--- config.mk ---
export PLATFORM = sky130hd
export DESIGN_NAME = mem_port_arbiter
export DESIGN_NICKNAME = d
export VERILOG_FILES = /design/src/rtl/mem_port_arbiter.sv
export SDC_FILE = /design/constraint.sdc
export NUM_CORES = 1
export LEC_CHECK = 0
export CORE_UTILIZATION = 30
export CTS_CLUSTER_DIAMETER = 120
export CTS_CLUSTER_SIZE = 8
export DETAILED_ROUTE_END_ITERATION = 7
export HOLD_SLACK_MARGIN = 0.03
export PLACE_DENSITY_LB_ADDON = 0.3
export SETUP_SLACK_MARGIN = 0.5
export SLEW_MARGIN = 10
export SYNTH_ARGS = -nofsm -noshare
export SYNTH_HDL_FRONTEND = slang
export SYNTH_SLANG_ARGS = --single-unit
--- constraint.sdc ---
create_clock -name clk -period 2.4 [get_ports clk]
set_clock_uncertainty 0.2 [all_clocks]
set_input_delay 0.24 -clock clk [delete_from_list [all_inputs] [get_ports clk]]
set_output_delay 0.24 -clock clk [all_outputs]
set_load 0.01 [all_outputs]
--- src/rtl/mem_port_arbiter.sv ---
// Shares one variable-latency memory port between instruction fetch and load/store.
// One requester is served at a time, with round-robin tie-break, misalignment errors and a wait timeout.
module mem_port_arbiter #(
  parameter int ADDR_W   = 32,
  parameter int DATA_W   = 32,
  parameter int MAX_WAIT = 255
) (
  input  logic              clk,
  input  logic              rst,
  input  logic              if_req,
  input  logic [ADDR_W-1:0] if_addr,
  output logic [DATA_W-1:0] if_rdata,
  output logic              if_ack,
  output logic              if_err,
  input  logic              d_req,
  input  logic              d_we,
  input  logic [1:0]        d_size,
  input  logic [ADDR_W-1:0] d_addr,
  input  logic [DATA_W-1:0] d_wdata,
  output logic [DATA_W-1:0] d_rdata,
  output logic              d_ack,
  output logic              d_err,
  output logic              m_req,
  output logic              m_we,
  output logic [1:0]        m_size,
  output logic [ADDR_W-1:0] m_addr,
  output logic [DATA_W-1:0] m_wdata,
  input  logic [DATA_W-1:0] m_rdata,
  input  logic              m_ack,
  output logic              busy
);

  typedef enum logic [1:0] {
    S_IDLE    = 2'd0,
    S_BUSY_IF = 2'd1,
    S_BUSY_D  = 2'd2,
    S_RESP    = 2'd3
  } state_t;

  localparam int CW     = $clog2(MAX_WAIT + 2);
  localparam int TO_VAL = (MAX_WAIT == 0) ? 0 : MAX_WAIT - 1;
  localparam logic [CW-1:0] TO_LIM = CW'(TO_VAL);

  state_t            r_state;
  state_t            w_next_state;
  logic              r_last_grant;  // 0 = fetch, 1 = data
  logic [CW-1:0]     r_wait_cnt;
  logic              r_m_req, r_m_we, r_busy;
  logic [1:0]        r_m_size;
  logic [ADDR_W-1:0] r_m_addr;
  logic [DATA_W-1:0] r_m_wdata;
  logic              r_if_ack, r_if_err, r_d_ack, r_d_err;
  logic [DATA_W-1:0] r_if_rdata, r_d_rdata;

  logic              w_last_grant;
  logic [CW-1:0]     w_wait_cnt;
  logic              w_m_req, w_m_we, w_busy;
  logic [1:0]        w_m_size;
  logic [ADDR_W-1:0] w_m_addr;
  logic [DATA_W-1:0] w_m_wdata;
  logic              w_if_ack, w_if_err, w_d_ack, w_d_err;
  logic [DATA_W-1:0] w_if_rdata, w_d_rdata;

  logic w_sel_d, w_sel_if, w_d_mis, w_if_mis, w_timeout;

  // On contention the requester that did not win last time is chosen.
  assign w_sel_d   = d_req & (~if_req | ~r_last_grant);
  assign w_sel_if  = if_req & ~w_sel_d;
  assign w_d_mis   = ((d_size == 2'b01) & d_addr[0]) |
                     ((d_size == 2'b10) & (d_addr[1:0] != 2'b00)) |
                     (d_size == 2'b11);
  assign w_if_mis  = (if_addr[1:0] != 2'b00);
  assign w_timeout = (MAX_WAIT != 0) && (r_wait_cnt == TO_LIM);

  always_ff @(posedge clk) begin
    if (rst) begin
      r_state      <= S_IDLE;
      r_last_grant <= 1'b0;
      r_wait_cnt   <= '0;
      r_m_req      <= 1'b0;
      r_m_we       <= 1'b0;
      r_m_size     <= 2'b00;
      r_m_addr     <= '0;
      r_m_wdata    <= '0;
      r_if_ack     <= 1'b0;
      r_if_err     <= 1'b0;
      r_if_rdata   <= '0;
      r_d_ack      <= 1'b0;
      r_d_err      <= 1'b0;
      r_d_rdata    <= '0;
      r_busy       <= 1'b0;
    end else begin
      r_state      <= w_next_state;
      r_last_grant <= w_last_grant;
      r_wait_cnt   <= w_wait_cnt;
      r_m_req      <= w_m_req;
      r_m_we       <= w_m_we;
      r_m_size     <= w_m_size;
      r_m_addr     <= w_m_addr;
      r_m_wdata    <= w_m_wdata;
      r_if_ack     <= w_if_ack;
      r_if_err     <= w_if_err;
      r_if_rdata   <= w_if_rdata;
      r_d_ack      <= w_d_ack;
      r_d_err      <= w_d_err;
      r_d_rdata    <= w_d_rdata;
      r_busy       <= w_busy;
    end
  end

  always_comb begin
    w_next_state = r_state;
    unique case (r_state)
      S_IDLE: begin
        if (w_sel_d)       w_next_state = w_d_mis ? S_RESP : S_BUSY_D;
        else if (w_sel_if) w_next_state = w_if_mis ? S_RESP : S_BUSY_IF;
      end
      S_BUSY_IF, S_BUSY_D: begin
        if (m_ack || w_timeout) w_next_state = S_RESP;
      end
      S_RESP:  w_next_state = S_IDLE;
      default: w_next_state = S_IDLE;
    endcase
  end

  // Next values for every registered output; ack/err/rdata default to zero.
  always_comb begin
    w_last_grant = r_last_grant;
    w_wait_cnt   = r_wait_cnt;
    w_m_req      = r_m_req;
    w_m_we       = r_m_we;
    w_m_size     = r_m_size;
    w_m_addr     = r_m_addr;
    w_m_wdata    = r_m_wdata;
    w_if_ack     = 1'b0;
    w_if_err     = 1'b0;
    w_if_rdata   = '0;
    w_d_ack      = 1'b0;
    w_d_err      = 1'b0;
    w_d_rdata    = '0;
    w_busy       = (w_next_state != S_IDLE);
    unique case (r_state)
      S_IDLE: begin
        if (w_sel_d) begin
          w_last_grant = 1'b1;
          if (w_d_mis) begin
            w_d_ack = 1'b1;
            w_d_err = 1'b1;
          end else begin
            w_m_req    = 1'b1;
            w_m_we     = d_we;
            w_m_size   = d_size;
            w_m_addr   = d_addr;
            w_m_wdata  = d_wdata;
            w_wait_cnt = '0;
          end
        end else if (w_sel_if) begin
          w_last_grant = 1'b0;
          if (w_if_mis) begin
            w_if_ack = 1'b1;
            w_if_err = 1'b1;
          end else begin
            w_m_req    = 1'b1;
            w_m_we     = 1'b0;
            w_m_size   = 2'b10;
            w_m_addr   = if_addr;
            w_m_wdata  = '0;
            w_wait_cnt = '0;
          end
        end
      end
      S_BUSY_IF: begin
        if (m_ack) begin
          w_m_req    = 1'b0;
          w_if_ack   = 1'b1;
          w_if_rdata = m_rdata;
        end else begin
          w_wait_cnt = r_wait_cnt + CW'(1);
          if (w_timeout) begin
            w_m_req  = 1'b0;
            w_if_ack = 1'b1;
            w_if_err = 1'b1;
          end
        end
      end
      S_BUSY_D: begin
        if (m_ack) begin
          w_m_req   = 1'b0;
          w_d_ack   = 1'b1;
          w_d_rdata = r_m_we ? '0 : m_rdata;
        end else begin
          w_wait_cnt = r_wait_cnt + CW'(1);
          if (w_timeout) begin
            w_m_req = 1'b0;
            w_d_ack = 1'b1;
            w_d_err = 1'b1;
          end
        end
      end
      default: ;
    endcase
  end

  assign if_rdata = r_if_rdata;
  assign if_ack   = r_if_ack;
  assign if_err   = r_if_err;
  assign d_rdata  = r_d_rdata;
  assign d_ack    = r_d_ack;
  assign d_err    = r_d_err;
  assign m_req    = r_m_req;
  assign m_we     = r_m_we;
  assign m_size   = r_m_size;
  assign m_addr   = r_m_addr;
  assign m_wdata  = r_m_wdata;
  assign busy     = r_busy;

endmodule

After elaboration in Yosys (flattened, before gate mapping)
Cells that the tools add are included.
Cells by class
  bitwise operators: 13
  add/sub/neg operators: 1
  reductions and logical operators: 14
  equal/unequal tests: 14
  multiplexer cells: 49
Operators by type and width (count)
  $mux 32: 8
  $mux 9: 5
  $mux 1: 21
  $pmux 9 s2: 1
  $mux 2: 8
  $pmux 1 s2: 5
  $reduce_and 5->1: 2
  $reduce_bool 2->1: 5
  $add 9x1->9 const B: 1
  $eq 9x8->1 const B: 1
  $ne 3x3->1 const B: 3
  $eq 2x2->1 const B: 4
  $ne 2x2->1 const B: 3
  $not 1->1: 6
  $pmux 2 s3: 1
  $and 1x1->1: 4
  $eq 2x1->1 const B: 2
  $reduce_and 4->1: 1
  $reduce_or 4->1: 1
  $ne 3x1->1 const B: 1
  $or 1x1->1: 3
  $reduce_or 3->1: 1
  $logic_not 2->1: 1
  $reduce_and 2->1: 1
  other kinds (2): 2
Storage, ports and cells
  logic and storage cells: 106
  bits in registers: 149
  output and inout port bits: 137
  bits of input ports: 136

Longest topological paths before layout
  word-level depth: 9
  mapped depth: 7
  gate-level depth less buffers: 6

Worst setup path before layout
OpenSTA, ideal clock, no wires.
  path type: register -> register
  start point: register r_state[0]
  end point: register r_wait_cnt[8]
  setup time: 0.092 ns
  buffers on the path: 1
  slack: 0.512 ns
  data arrival time: 1.596 ns
  cell stages (with the launch flop): 6
  required time: 2.108 ns
  period minus slack after synthesis: 1.888 ns
  path through: dfxtp_1 inv_1 ha_1 clkbuf_1 o211ai_2 o32ai_1
On the way
  word-level cells in the longest chain between the ends: 4
  elaborated cells between the ends (all ways): 11
  classes of those cells: eq/ne: 6; mux: 1; reduce/logical: 4
RTL lines
  start, declared: RTL line 44  | state_t r_state;
  start signal, assigned: RTL line 93  | r_state <= w_next_state;
  $eq 2x2->1 / $eq 2x1->1 (equally long branches): RTL line 142  | unique case (r_state)
  $reduce_or 2->1 (no line)
  $ne 2x2->1 (no line) / $reduce_bool 2->1 (equally long branches)
  $reduce_and 5->1 (no line)
  end signal, assigned: RTL line 95  | r_wait_cnt <= w_wait_cnt;
  end, declared: RTL line 47  | logic [CW-1:0] r_wait_cnt;
Several ways; a longest one is shown, not always the timed one.
A chain may end at the register's enable or synchronous reset.

Final worst setup path
  start point: input if_addr[0]
  end point: register r_m_wdata[22] (netlist: m_wdata[22])
On the way
  word-level cells in the longest chain between the ends: 3
RTL lines
  start, declared: RTL line 11  | input logic [ADDR_W-1:0] if_addr,
  $reduce_bool 2->1: RTL line 72  | assign w_if_mis = (if_addr[1:0] != 2'b00);
  $ne 2x2->1 (no line)
  $reduce_and 4->1 (no line)
  end signal, assigned: RTL line 100  | r_m_wdata <= w_m_wdata;
  end, declared: RTL line 51  | logic [DATA_W-1:0] r_m_wdata;
No other way between the ends.

==> results by stage <==
Outcome:
- The run finished with clean final reports.

STA:
- The worst slew slack as a fraction of its limit is 0.702.
- The actual transition at the worst max-transition pin is 447 ps.
- Adding up every negative setup slack in the final design gives 0 ps.
- Dividing the final minimum period by the clock period gives 0.779.
- Setup repair after global routing could not meet its margin everywhere.
- The time the worst path needs with I/O delays and setup is 1870 ps.
- The final setup violation count is 0.
- Hold is met by 109 ps.
- The number of pins exceeding their max-slew limit in the final report was 0.
- The final hold violation count is 0.
- Based on the critical path, the design can be clocked at up to 535 MHz.
- The setup slack of the critical path after layout is 531 ps.

Pwr:
- IR analysis of the VDD net gives a maximum drop of 454 uV.
- In this run the power density over the cells is 813 nW/um^2.
- Summed over all cells, the static leakage comes to 0.00362 uW.

Floorplan:
- The standard cell core area is 18,300 um^2.
- In this run the vertical extent of the chip is 140 um.
- In this run the core area contains 49 standard-cell rows.
- The number of top-level pins is 273.
- The initial utilization of the core area, before any placement, comes to 0.311.
- The x dimension of the die is 140 um.
- The floorplan step defined a die boundary enclosing 19,500 um^2.

Clock network:
- The buffer levels on the longest clock path is 2.
- The CTS sink count is 149.
- TritonCTS built the clock tree.
- The number of buffers created by CTS is 17.
- After clock tree synthesis, the clock-pin slew on the worst setup and hold paths is 60 ps.
- CTS placed an instance of sky130_fd_sc_hd__clkbuf_16 at the clock tree root.
- The H-tree was split into 4 levels.
- The clock latency on the worst-skew pair is 420 ps.

Placed design:
- The number of I/O port buffers is 272.
- The placer's final routability congestion estimate is 0.811.
- Including well taps, the total number of placed cells is 1,041.
- The placed instances occupy a cell area of 8710 um^2.
- The worst slack after detailed placement is 66.4 ps.
- The placed wire-length estimate after detailed placement is 12,100 um.

Logic synthesis:
- For this run, the register share of the synthesized area comes to 0.525.
- The number of synthesized register bits is 149.
- Synthesis produced a netlist with a net count of 703.
- The share of synthesized area in the top cell type comes to 0.525.
- Yosys printed 0 warnings.
- The share of flip-flops with an asynchronous set or reset is 0.
- After synthesis, the most frequently instantiated cells are 149 x sky130_fd_sc_hd__dfxtp_1, 76 x sky130_fd_sc_hd__nand2_1, 64 x sky130_fd_sc_hd__and2_1, 38 x sky130_fd_sc_hd__a21oi_1.
- In this run, synthesis inferred 0 flip-flops with an integrated enable.
- The cell area that synthesis handed to floorplanning was 5680 um^2.
- The number of unique standard cell types used by synthesis is 53.
- The synthesized instance count is 561.
- The synthesized area per cell is 10.1 um^2.
- sky130_fd_sc_hd__dfxtp_1 takes more of the synthesized area than any other cell.
- The most frequently used flop master after synthesis is sky130_fd_sc_hd__dfxtp_1.
- Yosys attributes the largest share of cell area to sky130_fd_sc_hd__dfxtp_1 53%, sky130_fd_sc_hd__and2_1 7.1%, sky130_fd_sc_hd__a32o_1 6.0%.
- Yosys instantiated no cell more often than sky130_fd_sc_hd__dfxtp_1.

Critical path:
- STA puts the critical path data required time at 2510 ps.
- The worst-path maximum fanout is 29.
- The start point of the critical path is if_addr[0].
- STA classifies the critical path startpoint as an input pin.
- The worst setup path is captured at a flip-flop.
- The setup slack of the worst register-to-register path is 550 ps.
- The critical path class is input pin to flip-flop.
- The beginning of the worst register-to-register path is r_wait_cnt[0]$_SDFFE_PP0P_.
- The worst endpoint data arrival time is 1980 ps.

Final layout:
- The number of antenna diodes is 0.
- Of the cells placed in the final design, the portion with a size suffix greater than 1 is 0.124.
- The number of fillers in the final layout is 1,711.
- After the last flow step, the layout net total stands at 978.
- With fillers left out, the area of the finished cells amounts to 9400 um^2.
- The final non-filler cell total is 1,078.
- The area growth from synthesis to final layout is 65.6%.

Global route:
- The via count of the first global-routing pass is 4,669.
- The wire length of the first global-routing pass is 25,700 um.
- Entering global routing, the biggest net connects 70 pins.
- The global routing usage summed across all routing layers is 0.172.
- Summed over all layers, the global routing overflow is 0.
- The initial antenna violation count was 1.

Detailed routing:
- The average vias per placed instance is 4.68.
- After the first detailed-routing iteration, the DRC count stood at 324.
- After detailed routing, the number of remaining DRC violations is 0.
- Across all layers, the routed design uses 5,050 vias.
- The routed design has 16,900 um of wire.
- The number of detailed-route iterations in the first pass is 6.
- After detailed routing, the average wire length per cell comes to 15.7 um.
- The count of nets left with antenna violations once routing finished came out at 0.

Min path:
- The class of the most critical hold timing path is input pin to flip-flop.
- The launch point of the worst hold path is rst.

Flow run:
- The max-capacitance violation count is 0.
kinds of logic (layout without fill, tap and decap cells):
group / after synthesis / count (layout) / share of synthesized area
buffers and inverters: 54 / 342 / 0.0425
adders and majority gates: 6 / 6 / 0.0132
DFF: 149 / 149 / 0.525
AOI/OAI and AO/OA: 110 / 110 / 0.156
and+or+nand+nor: 210 / 210 / 0.199
muxes: 32 / 32 / 0.0635
worst max-delay path, cell delays in order:
cell,delay (ps)
sky130_fd_sc_hd__clkdlybuf4s50_1,450
sky130_fd_sc_hd__or3b_4,450
sky130_fd_sc_hd__nor2_4,140
sky130_fd_sc_hd__o21ai_4,70
sky130_fd_sc_hd__buf_12,140
sky130_fd_sc_hd__buf_6,170
sky130_fd_sc_hd__a32o_1,290
worst paths after layout:
kind              depth (start not counted)                    endpoint
setup / recovery                          7    m_wdata[22]$_SDFFE_PP0P_
hold / removal                            2  r_wait_cnt[3]$_SDFFE_PP0P_
setup reg to reg                          6          m_req$_SDFFE_PP0P_
hold reg to reg                           2      m_size[1]$_SDFFE_PP0P_
final cells by class:
cell class                      instances  area [um^2]  share of cell area
Timing Repair Buffer                  297         3000               0.319
Sequential cell                       149         2990               0.318
Multi-Input combinational cell        358         2490               0.265
Clock buffer                           17          425              0.0452
Tap cell                              229          287              0.0305
Clock inverter                         15          164              0.0174
Inverter                               13         48.8             0.00519
metrics by stage:
step	utilization	power [uW]
detailed placement	0.477	5010
finish	0.515	7640
floorplan	-	3990
global route	0.515	8030
CTS	0.509	7670
global placement	0.477	5000
sequential cells by signal, indices dropped and copies added (netlist names):
signal / flops
r_state: 2
r_wait_cnt: 9
m_wdata: 32
m_req: 1
if_err: 1
d_rdata: 32
m_addr: 32
r_last_grant: 1
d_ack: 1
if_rdata: 32
d_err: 1
busy: 1
m_we: 1
if_ack: 1
m_size: 2
power breakdown:
group	leakage (uW)	switching, uW	internal (uW)
registers	0.00121	120	2730
clock network	0.000285	1150	1470
logic	0.00213	1000	1170
what timing repair did:
action                                  4_1_cts  5_1_grt
resized for setup                             1       11
buffers inserted                              0        3
hold buffers                                  0        1
hold endpoints to repair                      0        1
endpoints found under the setup margin        2       59
gates cloned                                  0        1
pin swaps                                     0        2
metal layers:
layer,GRT usage,up-vias,routed length (um)
met3,0.0544,20,1180
met2,0.282,196,8090
li1,-,2506,-
met4,0.0509,2,187
met5,0,-,13
met1,0.215,2326,7430
layout by cell type, fill, tap and decap left out, drive strengths merged, types with 3 or more instances in the layout:
| cell type | count |
|---|---|
| nor4 | 3 |
| o32ai | 8 |
| clkinv | 5 |
| or3 | 6 |
| o21ai | 5 |
| inv | 20 |
| nand2 | 76 |
| nor2 | 9 |
| nand4 | 3 |
| a32o | 34 |
| or2 | 3 |
| dlymetal6s2s | 3 |
| clkbuf | 18 |
| nor2b | 34 |
| ha | 6 |
| clkdlybuf4s50 | 268 |
| and2 | 64 |
| a21oi | 38 |
| buf | 24 |
| mux2 | 32 |
| o211ai | 3 |
| a221oi | 7 |
| dfxtp | 149 |
No activity file was read; power rests on OpenSTA's default activity.
